**src/rtl/keypad_key_emulator.sv**
```systemverilog
// Keypad key emulator: replays queued note codes as held keys on the scanner's row lines.
// Build option: define KEYPAD2_LAYOUT_EN for the second keypad layout (columns 0 and 1 swapped per row).
module keypad_key_emulator #(
    parameter int HOLD_CYCLES = 400000,
    parameter int GAP_CYCLES  = 400000,
    parameter int FIFO_DEPTH  = 8
) (
    input  logic                          sys_clk,
    input  logic                          sys_rst_n,
    input  logic [2:0]                    col,
    input  logic [3:0]                    note_in,
    input  logic                          note_valid,
    output logic                          note_ready,
    input  logic                          flush,
    output logic [3:0]                    row,
    output logic                          busy,
    output logic [3:0]                    active_note,
    output logic [$clog2(FIFO_DEPTH):0]   fifo_level
);

    localparam int PTR_W      = $clog2(FIFO_DEPTH);
    localparam int MAX_CYCLES = (HOLD_CYCLES > GAP_CYCLES) ? HOLD_CYCLES : GAP_CYCLES;
    localparam int CNT_W      = $clog2(MAX_CYCLES + 1);
    localparam logic [CNT_W-1:0] HOLD_LAST  = CNT_W'(HOLD_CYCLES - 1);
    localparam logic [CNT_W-1:0] GAP_LAST   = CNT_W'(GAP_CYCLES - 1);
    localparam logic [PTR_W:0]   FULL_LEVEL = (PTR_W + 1)'(FIFO_DEPTH);

    typedef enum logic [1:0] {
        ST_IDLE,
        ST_PRESS,
        ST_GAP
    } state_t;

    state_t             state_reg, state_next;
    logic [CNT_W-1:0]   cnt_reg, cnt_next;
    logic [3:0]         fifo_mem [FIFO_DEPTH];
    logic [PTR_W-1:0]   wr_ptr_reg, rd_ptr_reg;
    logic [PTR_W:0]     count_reg;
    logic [3:0]         active_note_reg;
    logic [3:0]         row_reg, row_next;
    logic               fifo_empty, fifo_full;
    logic               push, pop, note_clear;

    // Constant note -> (row, column, is-key) lookup, one entry per 4-bit code.
    logic [15:0][3:0]   map_row;
    logic [15:0][2:0]   map_col;
    logic [15:0]        map_key;

    generate
        for (genvar gi = 0; gi < 16; gi++) begin : g_map
            if (gi >= 1 && gi <= 12) begin : g_key
                localparam int K = 12 - gi;
`ifdef KEYPAD2_LAYOUT_EN
                localparam int COL_IDX = (K % 3 == 0) ? 1 : (K % 3 == 1) ? 0 : 2;
`else
                localparam int COL_IDX = K % 3;
`endif
                assign map_row[gi] = 4'b1000 >> (K / 3);
                assign map_col[gi] = 3'b100 >> COL_IDX;
                assign map_key[gi] = 1'b1;
            end else begin : g_rest
                assign map_row[gi] = 4'b0000;
                assign map_col[gi] = 3'b000;
                assign map_key[gi] = 1'b0;
            end
        end
    endgenerate

    assign fifo_empty = (count_reg == '0);
    assign fifo_full  = (count_reg == FULL_LEVEL);
    // A flush in the same cycle drops the incoming note.
    assign push       = note_valid && !fifo_full && !flush;

    always_comb begin
        state_next = state_reg;
        cnt_next   = cnt_reg;
        pop        = 1'b0;
        note_clear = 1'b0;
        case (state_reg)
            ST_IDLE: begin
                if (!fifo_empty) begin
                    pop        = 1'b1;
                    state_next = ST_PRESS;
                    cnt_next   = '0;
                end
            end
            ST_PRESS: begin
                if (cnt_reg == HOLD_LAST) begin
                    state_next = ST_GAP;
                    cnt_next   = '0;
                end else begin
                    cnt_next = cnt_reg + 1'b1;
                end
            end
            ST_GAP: begin
                if (cnt_reg == GAP_LAST) begin
                    state_next = ST_IDLE;
                    cnt_next   = '0;
                    note_clear = 1'b1;
                end else begin
                    cnt_next = cnt_reg + 1'b1;
                end
            end
            default: begin
                state_next = ST_IDLE;
                cnt_next   = '0;
                note_clear = 1'b1;
            end
        endcase
        if (flush) begin
            state_next = ST_IDLE;
            cnt_next   = '0;
            pop        = 1'b0;
            note_clear = 1'b1;
        end
    end

    // The key only answers when the scanner strobes exactly its column.
    always_comb begin
        row_next = 4'b0000;
        if (!flush && state_reg == ST_PRESS && map_key[active_note_reg]
                && col == map_col[active_note_reg]) begin
            row_next = map_row[active_note_reg];
        end
    end

    always_ff @(posedge sys_clk) begin
        if (push) begin
            fifo_mem[wr_ptr_reg] <= note_in;
        end
    end

    always_ff @(posedge sys_clk or negedge sys_rst_n) begin
        if (!sys_rst_n) begin
            state_reg       <= ST_IDLE;
            cnt_reg         <= '0;
            wr_ptr_reg      <= '0;
            rd_ptr_reg      <= '0;
            count_reg       <= '0;
            active_note_reg <= 4'hF;
            row_reg         <= 4'b0000;
        end else begin
            state_reg <= state_next;
            cnt_reg   <= cnt_next;
            row_reg   <= row_next;
            if (flush) begin
                wr_ptr_reg <= '0;
                rd_ptr_reg <= '0;
                count_reg  <= '0;
            end else begin
                if (push) begin
                    wr_ptr_reg <= wr_ptr_reg + 1'b1;
                end
                if (pop) begin
                    rd_ptr_reg <= rd_ptr_reg + 1'b1;
                end
                case ({push, pop})
                    2'b10:   count_reg <= count_reg + 1'b1;
                    2'b01:   count_reg <= count_reg - 1'b1;
                    default: count_reg <= count_reg;
                endcase
            end
            if (pop) begin
                active_note_reg <= fifo_mem[rd_ptr_reg];
            end else if (note_clear) begin
                active_note_reg <= 4'hF;
            end
        end
    end

    assign note_ready  = !fifo_full;
    assign busy        = (state_reg != ST_IDLE) || !fifo_empty;
    assign active_note = active_note_reg;
    assign fifo_level  = count_reg;
    assign row         = row_reg;

endmodule
```
**config.mk**
```make
export PLATFORM = sky130hd
export DESIGN_NAME = keypad_key_emulator
export DESIGN_NICKNAME = d
export VERILOG_FILES = /design/src/rtl/keypad_key_emulator.sv
export SDC_FILE = /design/constraint.sdc
export NUM_CORES = 1
export LEC_CHECK = 0
export CAP_MARGIN = 20
export CORE_MARGIN = 4
export CORE_UTILIZATION = 35
export CTS_CLUSTER_SIZE = 28
export DETAILED_ROUTE_END_ITERATION = 12
export SYNTH_ARGS = -nofsm -noshare
export SYNTH_HDL_FRONTEND = slang
export SYNTH_SLANG_ARGS = --single-unit
```
**constraint.sdc**
```tcl
create_clock -name sys_clk -period 2.61 [get_ports sys_clk]
set_clock_uncertainty 0.2 [all_clocks]
set_input_delay 0.783 -clock sys_clk [delete_from_list [all_inputs] [get_ports sys_clk]]
set_output_delay 0.783 -clock sys_clk [all_outputs]
set_load 0.005 [all_outputs]
```
==> metrics.cfg, run 1 <==
[run_status]
status=complete, but fails checks
violations=negative setup slack

[floorplanning]
die_area_sq_um=12100
rows=36
dieHeight_microns=110.0
io_pins=25
coreArea_sq_um=9955
die_w_microns=110.0
start_util=0.3658

[logic_synthesis]
syn-cell-area_sq_um=3641
async_flop_share=0.5493
synth_top_cell_area_share=0.2639
synth.area.top_cells=edfxtp_1 (26%), dfrtp_1 (24%), mux4_2 (5.6%), ha_1 (4.8%), nor2_1 (3.7%)
ys_seq_elements=71
yosysWarnings=0
syn_area_per_cell_sq_um=11.90
synthMostInstantiatedCell=nor2_1
synth-edff-count=32
yosys-top-cells-count=nor2_1 (36), dfrtp_1 (35), edfxtp_1 (32)
synth_fp_nets=331
synth_cell_types=52
netlist_instances=306
yosysTopAreaCell=edfxtp_1
synth-main-ff-cell=dfrtp_1
yosysSeqAreaShare=0.5333

[sta]
fin_crit_ps=2699
slew_violations=0
worst_slew_pin_slew_ps=584.5
max_freq_mhz=370.4
rsz0062_at_grt=yes
slew_headroom=0.6104
setup_viol=3
fin_crit_sh=1.034
finalHoldViolations=0
fin_ws_ps=-89.50

[critical_path]
crit_type=reg -> out
critical_path_required_ps=1630
r2r_cells=9
end_kind=primary output
worstPathMaxFanout=2
worstPathArrival_ps=1720
crit_path_start_kind=flip-flop

[power_and_ir_drop]
p_sw_frac=0.3320
power.internal_mw=2.720
vdd_drop_max_mv=0.3182
power_mw=4.071
pwr-share-clk=0.250
p_sw_mw=1.352
power.share.sequential=0.355
powerDensity_nw_per_um2=894.4
leakagePower_nw=1.764
combPwrFrac=0.395

[route]
wirelength_microns=7581
ant_nets=0
avgRoutedWirePerCell_microns=15.07
drt-initial-drc-count=123
firstDrtPassIters=4
drc=0
vias=2506
vias_per_cell=4.982

[final_layout]
nets=390
areaGrowthSynthToFinish_pct=25.02
antenna_cells=0
n_fill_cell=898
fin_cells=503
finish.utilization=0.4573
finalInstanceArea_sq_um=4552
largest_reg_flops=32
drive_gt1_frac=0.2351

[placement]
dpl-instance-area_sq_um=4230
place_hpwl_microns=5305
pre_cts_ws_ps=-374.8
dp_cells=480
place.gp.congestion=0.8275
port_buffers=24

[clocking]
max-clock-path-buffers=2
htree_levels=3
clk_pin_slew_worst_paths_ps=80
cts.sinks=71
cts_tree=yes
cts_hold_buf=0
clock_latency_ps=350
cts_root_buffer=clkbuf_8
numCtsBuffers=9

[run]
maxCapViolations=0

[global_route]
first_global_vias=2497
grt_max_degree=23
grt_remaining_overflow=0
grt_util_met3=0.02854
grt.total_usage=0.1364
grtUsageMet2=0.2119
grt_util_met1=0.1822
grt_busiest_layer=met2
grt_pass1_wl_microns=12480
antenna_found_initial=0

[hold_path]
hold_path.class=in -> async

## cells in the final DEF (no fill, tap or decap), drive strengths merged, types with 2 or more instances in the layout
cell and instances:
buf 42, nor2 36, dfrtp 35, edfxtp 32, clkdlybuf4s50 21, nand2 20
ha 14, nand3 13, xor2 11, inv 11, xnor2 9, mux4 9
nand4 9, clkbuf 9, nor3 7, mux2i 7, nand2b 6, nor2b 6
a31oi 6, o21ai 5, a2bb2oi 5, nor4 5, mux2 5, a21oi 4
dfstp 4, o31ai 3, nor3b 3, or4 3, nor4b 2, or3 2
nor4bb 2, bufinv 2, and2 2, a211oi 2
## routing by layer
| layer | wire [microns] | vias to the layer above |
|---|---|---|
| met1 | 3534 | 1204 |
| met3 | 313 | 9 |
| met2 | 3627 | 53 |
| met4 | 106 | 0 |
| li1 | - | 1240 |
| met5 | 0 | - |
## final timing paths
| check | slack (ps) | from | end |
|---|---|---|---|
| setup / recovery | -90 | fifo_level[1]$_DFFE_PN0P_ | note_ready |
| hold / removal | 190 | sys_rst_n | fifo_level[0]$_DFFE_PN0P_ |
| setup reg to reg | -60 | fifo_level[1]$_DFFE_PN0P_ | fifo_level[2]$_DFFE_PN0P_ |
| hold reg to reg | 330 | cnt_reg[4]$_DFFE_PN0P_ | cnt_reg[4]$_DFFE_PN0P_ |
| max in group asynchronous | 1520 | sys_rst_n | cnt_reg[18]$_DFFE_PN0P_ |
| min in group sys_clk | 330 | cnt_reg[4]$_DFFE_PN0P_ | cnt_reg[4]$_DFFE_PN0P_ |
## power by group through the flow
| stage | clock network (mW) | registers, mW | logic [mW] |
|---|---|---|---|
| 2_1_floorplan | 0 | 1.42 | 1.01 |
| 3_5_place_dp | 0 | 1.51 | 1.47 |
| 3_3_place_gp | 0 | 1.51 | 1.45 |
| 4_1_cts | 1.05 | 1.46 | 1.51 |
| 5_1_grt | 1.09 | 1.47 | 1.76 |
| 6_report | 1.02 | 1.45 | 1.61 |
## what timing repair did
item	in CTS	in global routing
gates resized for setup	2	8
pin swaps	1	8
setup endpoints to repair	3	6
buffers inserted	2	5
gates cloned	0	0
## stage by stage
| stage | hold WS [ps] | TNS, ps |
|---|---|---|
| 2_1_floorplan | 283.6 | -30.92 |
| 3_3_place_gp | 309.9 | -4067 |
| 3_5_place_dp | 319.1 | -4952 |
| 4_1_cts | 196.9 | -55.39 |
| 5_1_grt | 213.2 | -439.0 |
| 6_report | 194.7 | -153.3 |
## critical path: stages, from the launching register on
cell and delay, ps:
dfrtp_1 400, or4b_4 560, buf_4 160, dlygate4sd2_1 250
## kinds of logic after synthesis
| group | after synthesis | share of synthesized area |
|---|---|---|
| flip-flops | 71 | 0.5333 |
| buffers and inverters | 24 | 0.02990 |
| AO/OA/AOI/OAI | 35 | 0.07354 |
| adder cells (fa/ha/maj) | 14 | 0.04811 |
| XOR/XNOR | 20 | 0.04811 |
| AND/OR/NAND/NOR | 121 | 0.1766 |
| multiplexers | 21 | 0.09038 |
## area by class of cell
cell class | count | area (sq um) | share of cell area
sequential | 71 | 1942 | 0.4266
multi-input combinational | 211 | 1633 | 0.3587
timing repair buffer | 65 | 558.0 | 0.1226
tap | 133 | 166.4 | 0.03656
clock buffer | 9 | 123.9 | 0.02721
clock inverter | 7 | 102.6 | 0.02254
inverter | 7 | 26.28 | 0.005772
Power figures use the tool's default switching activity.
==> run 2: changes to the inputs <==
CORE_ASPECT_RATIO = 1.4   (was not set)
PLACE_DENSITY = 0.62   (was not set)
==> metrics.cfg, run 2 (synthesis results as in run 1) <==
[global_route]
grt_max_degree=25
antenna_found_initial=0
grt_remaining_overflow=0
grt.total_usage=0.1418
grt_pass1_wl_microns=13320
first_global_vias=2630

[critical_path]
crit_cells=1
cpMaxStageDelayCell=dfstp_2
reg2reg_setup_slack_ps=120
worstPathMaxFanout=14
crit_path_start_kind=flip-flop
reg2reg_from=fifo_level[2]$_DFFE_PN0P_
path_buf_inv=1
critPathLaunch=active_note[2]$_DFFE_PN1P_
r2r_cells=7
end_kind=primary output
worstPathArrival_ps=1550
r2r_end=fifo_level[3]$_DFFE_PN0P_
path_cells=clkdlybuf4s50_1
crit_type=reg -> out
crit_family=flip-flops
crit_end=active_note[2]
critical_path_required_ps=1630
max_stage_delay_ps=670

[clocking]
cts.sinks=71
cts_tree=yes
clock_latency_ps=340
htree_levels=3
clk_pin_slew_worst_paths_ps=60
cts_hold_buf=0
cts_root_buffer=clkbuf_16
numCtsBuffers=9
max-clock-path-buffers=2

[route]
avgRoutedWirePerCell_microns=15.54
ant_nets=0
vias_per_cell=5.126
firstDrtPassIters=4
drt-initial-drc-count=133
wirelength_microns=7755
drc=0
vias=2558

[floorplanning]
rows=43
io_pins=25
start_util=0.3619
dieHeight_microns=128.7
die_w_microns=94.20
coreArea_sq_um=10060
die_area_sq_um=12120

[final_layout]
n_fill_cell=941
drive_gt1_frac=0.2198
antenna_cells=0
finalInstanceArea_sq_um=4547
areaGrowthSynthToFinish_pct=24.88
final_cell_mix=nor2_1 (36), dfrtp_1 (35), buf_4 (34)
final_common_cell=nor2_1
largest_reg_flops=32
nets=384

[placement]
place.gp.congestion=0.8327
dpl-instance-area_sq_um=4233
port_buffers=24
place_hpwl_microns=5742

[run]
maxCapViolations=0

[sta]
finalHoldViolations=0
setup_viol=0
max_freq_mhz=394.3
fin_crit_ps=2536
worst_slew_pin_slew_ps=574.6
slew_headroom=0.6170
fin_hold_ws_ps=222.6
tns_ps=0
slew_violations=0
fin_crit_sh=0.9716

[hold_path]
hold_path.class=in -> async

[power_and_ir_drop]
power_mw=4.153
leakagePower_nw=1.757
vdd_drop_max_mv=0.4404
powerDensity_nw_per_um2=913.5

[run_status]
status=finished clean

[run 2: cell types whose count changed in the layout (fill, tap and decap cells not counted), moves of 2 or more]
cell / change
buf_4: -5
bufinv_16: -2
clkbuf_16: +9
clkbuf_8: -9
clkinv_4: +2
mux2_2: +2
mux2_4: -2
[run 2: routing by layer]
layer  share of wire  track usage  up-vias
met5               0            0        -
met4           0.024      0.05952        0
met3           0.025      0.03216       15
met2            0.54       0.2517       31
met1            0.41       0.1626     1281
li1                -            -     1231
[run 2: worst min path at each step]
| stage | endpoint | depth (start not counted) | slack (ps) | start |
|---|---|---|---|---|
| finish | cnt_reg[9]$_DFFE_PN0P_ | 1 | 220 | sys_rst_n |
| global route | cnt_reg[9]$_DFFE_PN0P_ | 1 | 270 | sys_rst_n |
| CTS | cnt_reg[9]$_DFFE_PN0P_ | 1 | 240 | sys_rst_n |
| detailed placement | state_reg[1]$_DFFE_PN0P_ | 2 | 320 | state_reg[1]$_DFFE_PN0P_ |
| global placement | state_reg[1]$_DFFE_PN0P_ | 2 | 310 | state_reg[1]$_DFFE_PN0P_ |
| floorplan | cnt_reg[4]$_DFFE_PN0P_ | 1 | 280 | cnt_reg[4]$_DFFE_PN0P_ |
[run 2: through the flow]
stage,std cells,setup WS [ps],util
after CTS,498,0.4368,0.4491
final,499,74.18,0.4519
after detailed placement,482,-358.1,0.4207
after global placement,482,-338.0,0.4207
after global routing,499,-5.464,0.4519
after floorplan,306,-20.99,-
[run 2: area by class of cell]
| cell class | instances | area [sq um] | share of cell area |
|---|---|---|---|
| flip-flops and latches | 71 | 1942 | 0.4271 |
| multi-input cells | 211 | 1613 | 0.3547 |
| inverters | 7 | 26.28 | 0.005779 |
| well taps | 135 | 168.9 | 0.03715 |
| clock inverters | 7 | 62.56 | 0.01376 |
| repair buffers | 59 | 509.2 | 0.1120 |
| clock buffers | 9 | 225.2 | 0.04953 |
[run 2: report_power, final]
part	switching [mW]	internal (mW)	leakage, nW
sequential	0.185	1.30	0.812
clock	0.526	0.663	0.139
combinational	0.676	0.803	0.806
[run 2: timing repair]
action,in CTS,in global routing
gates resized for setup,2,4
setup buffers,0,1
pin swaps,1,2
endpoints found under the hold margin,0,0
endpoints found under the setup margin,2,5
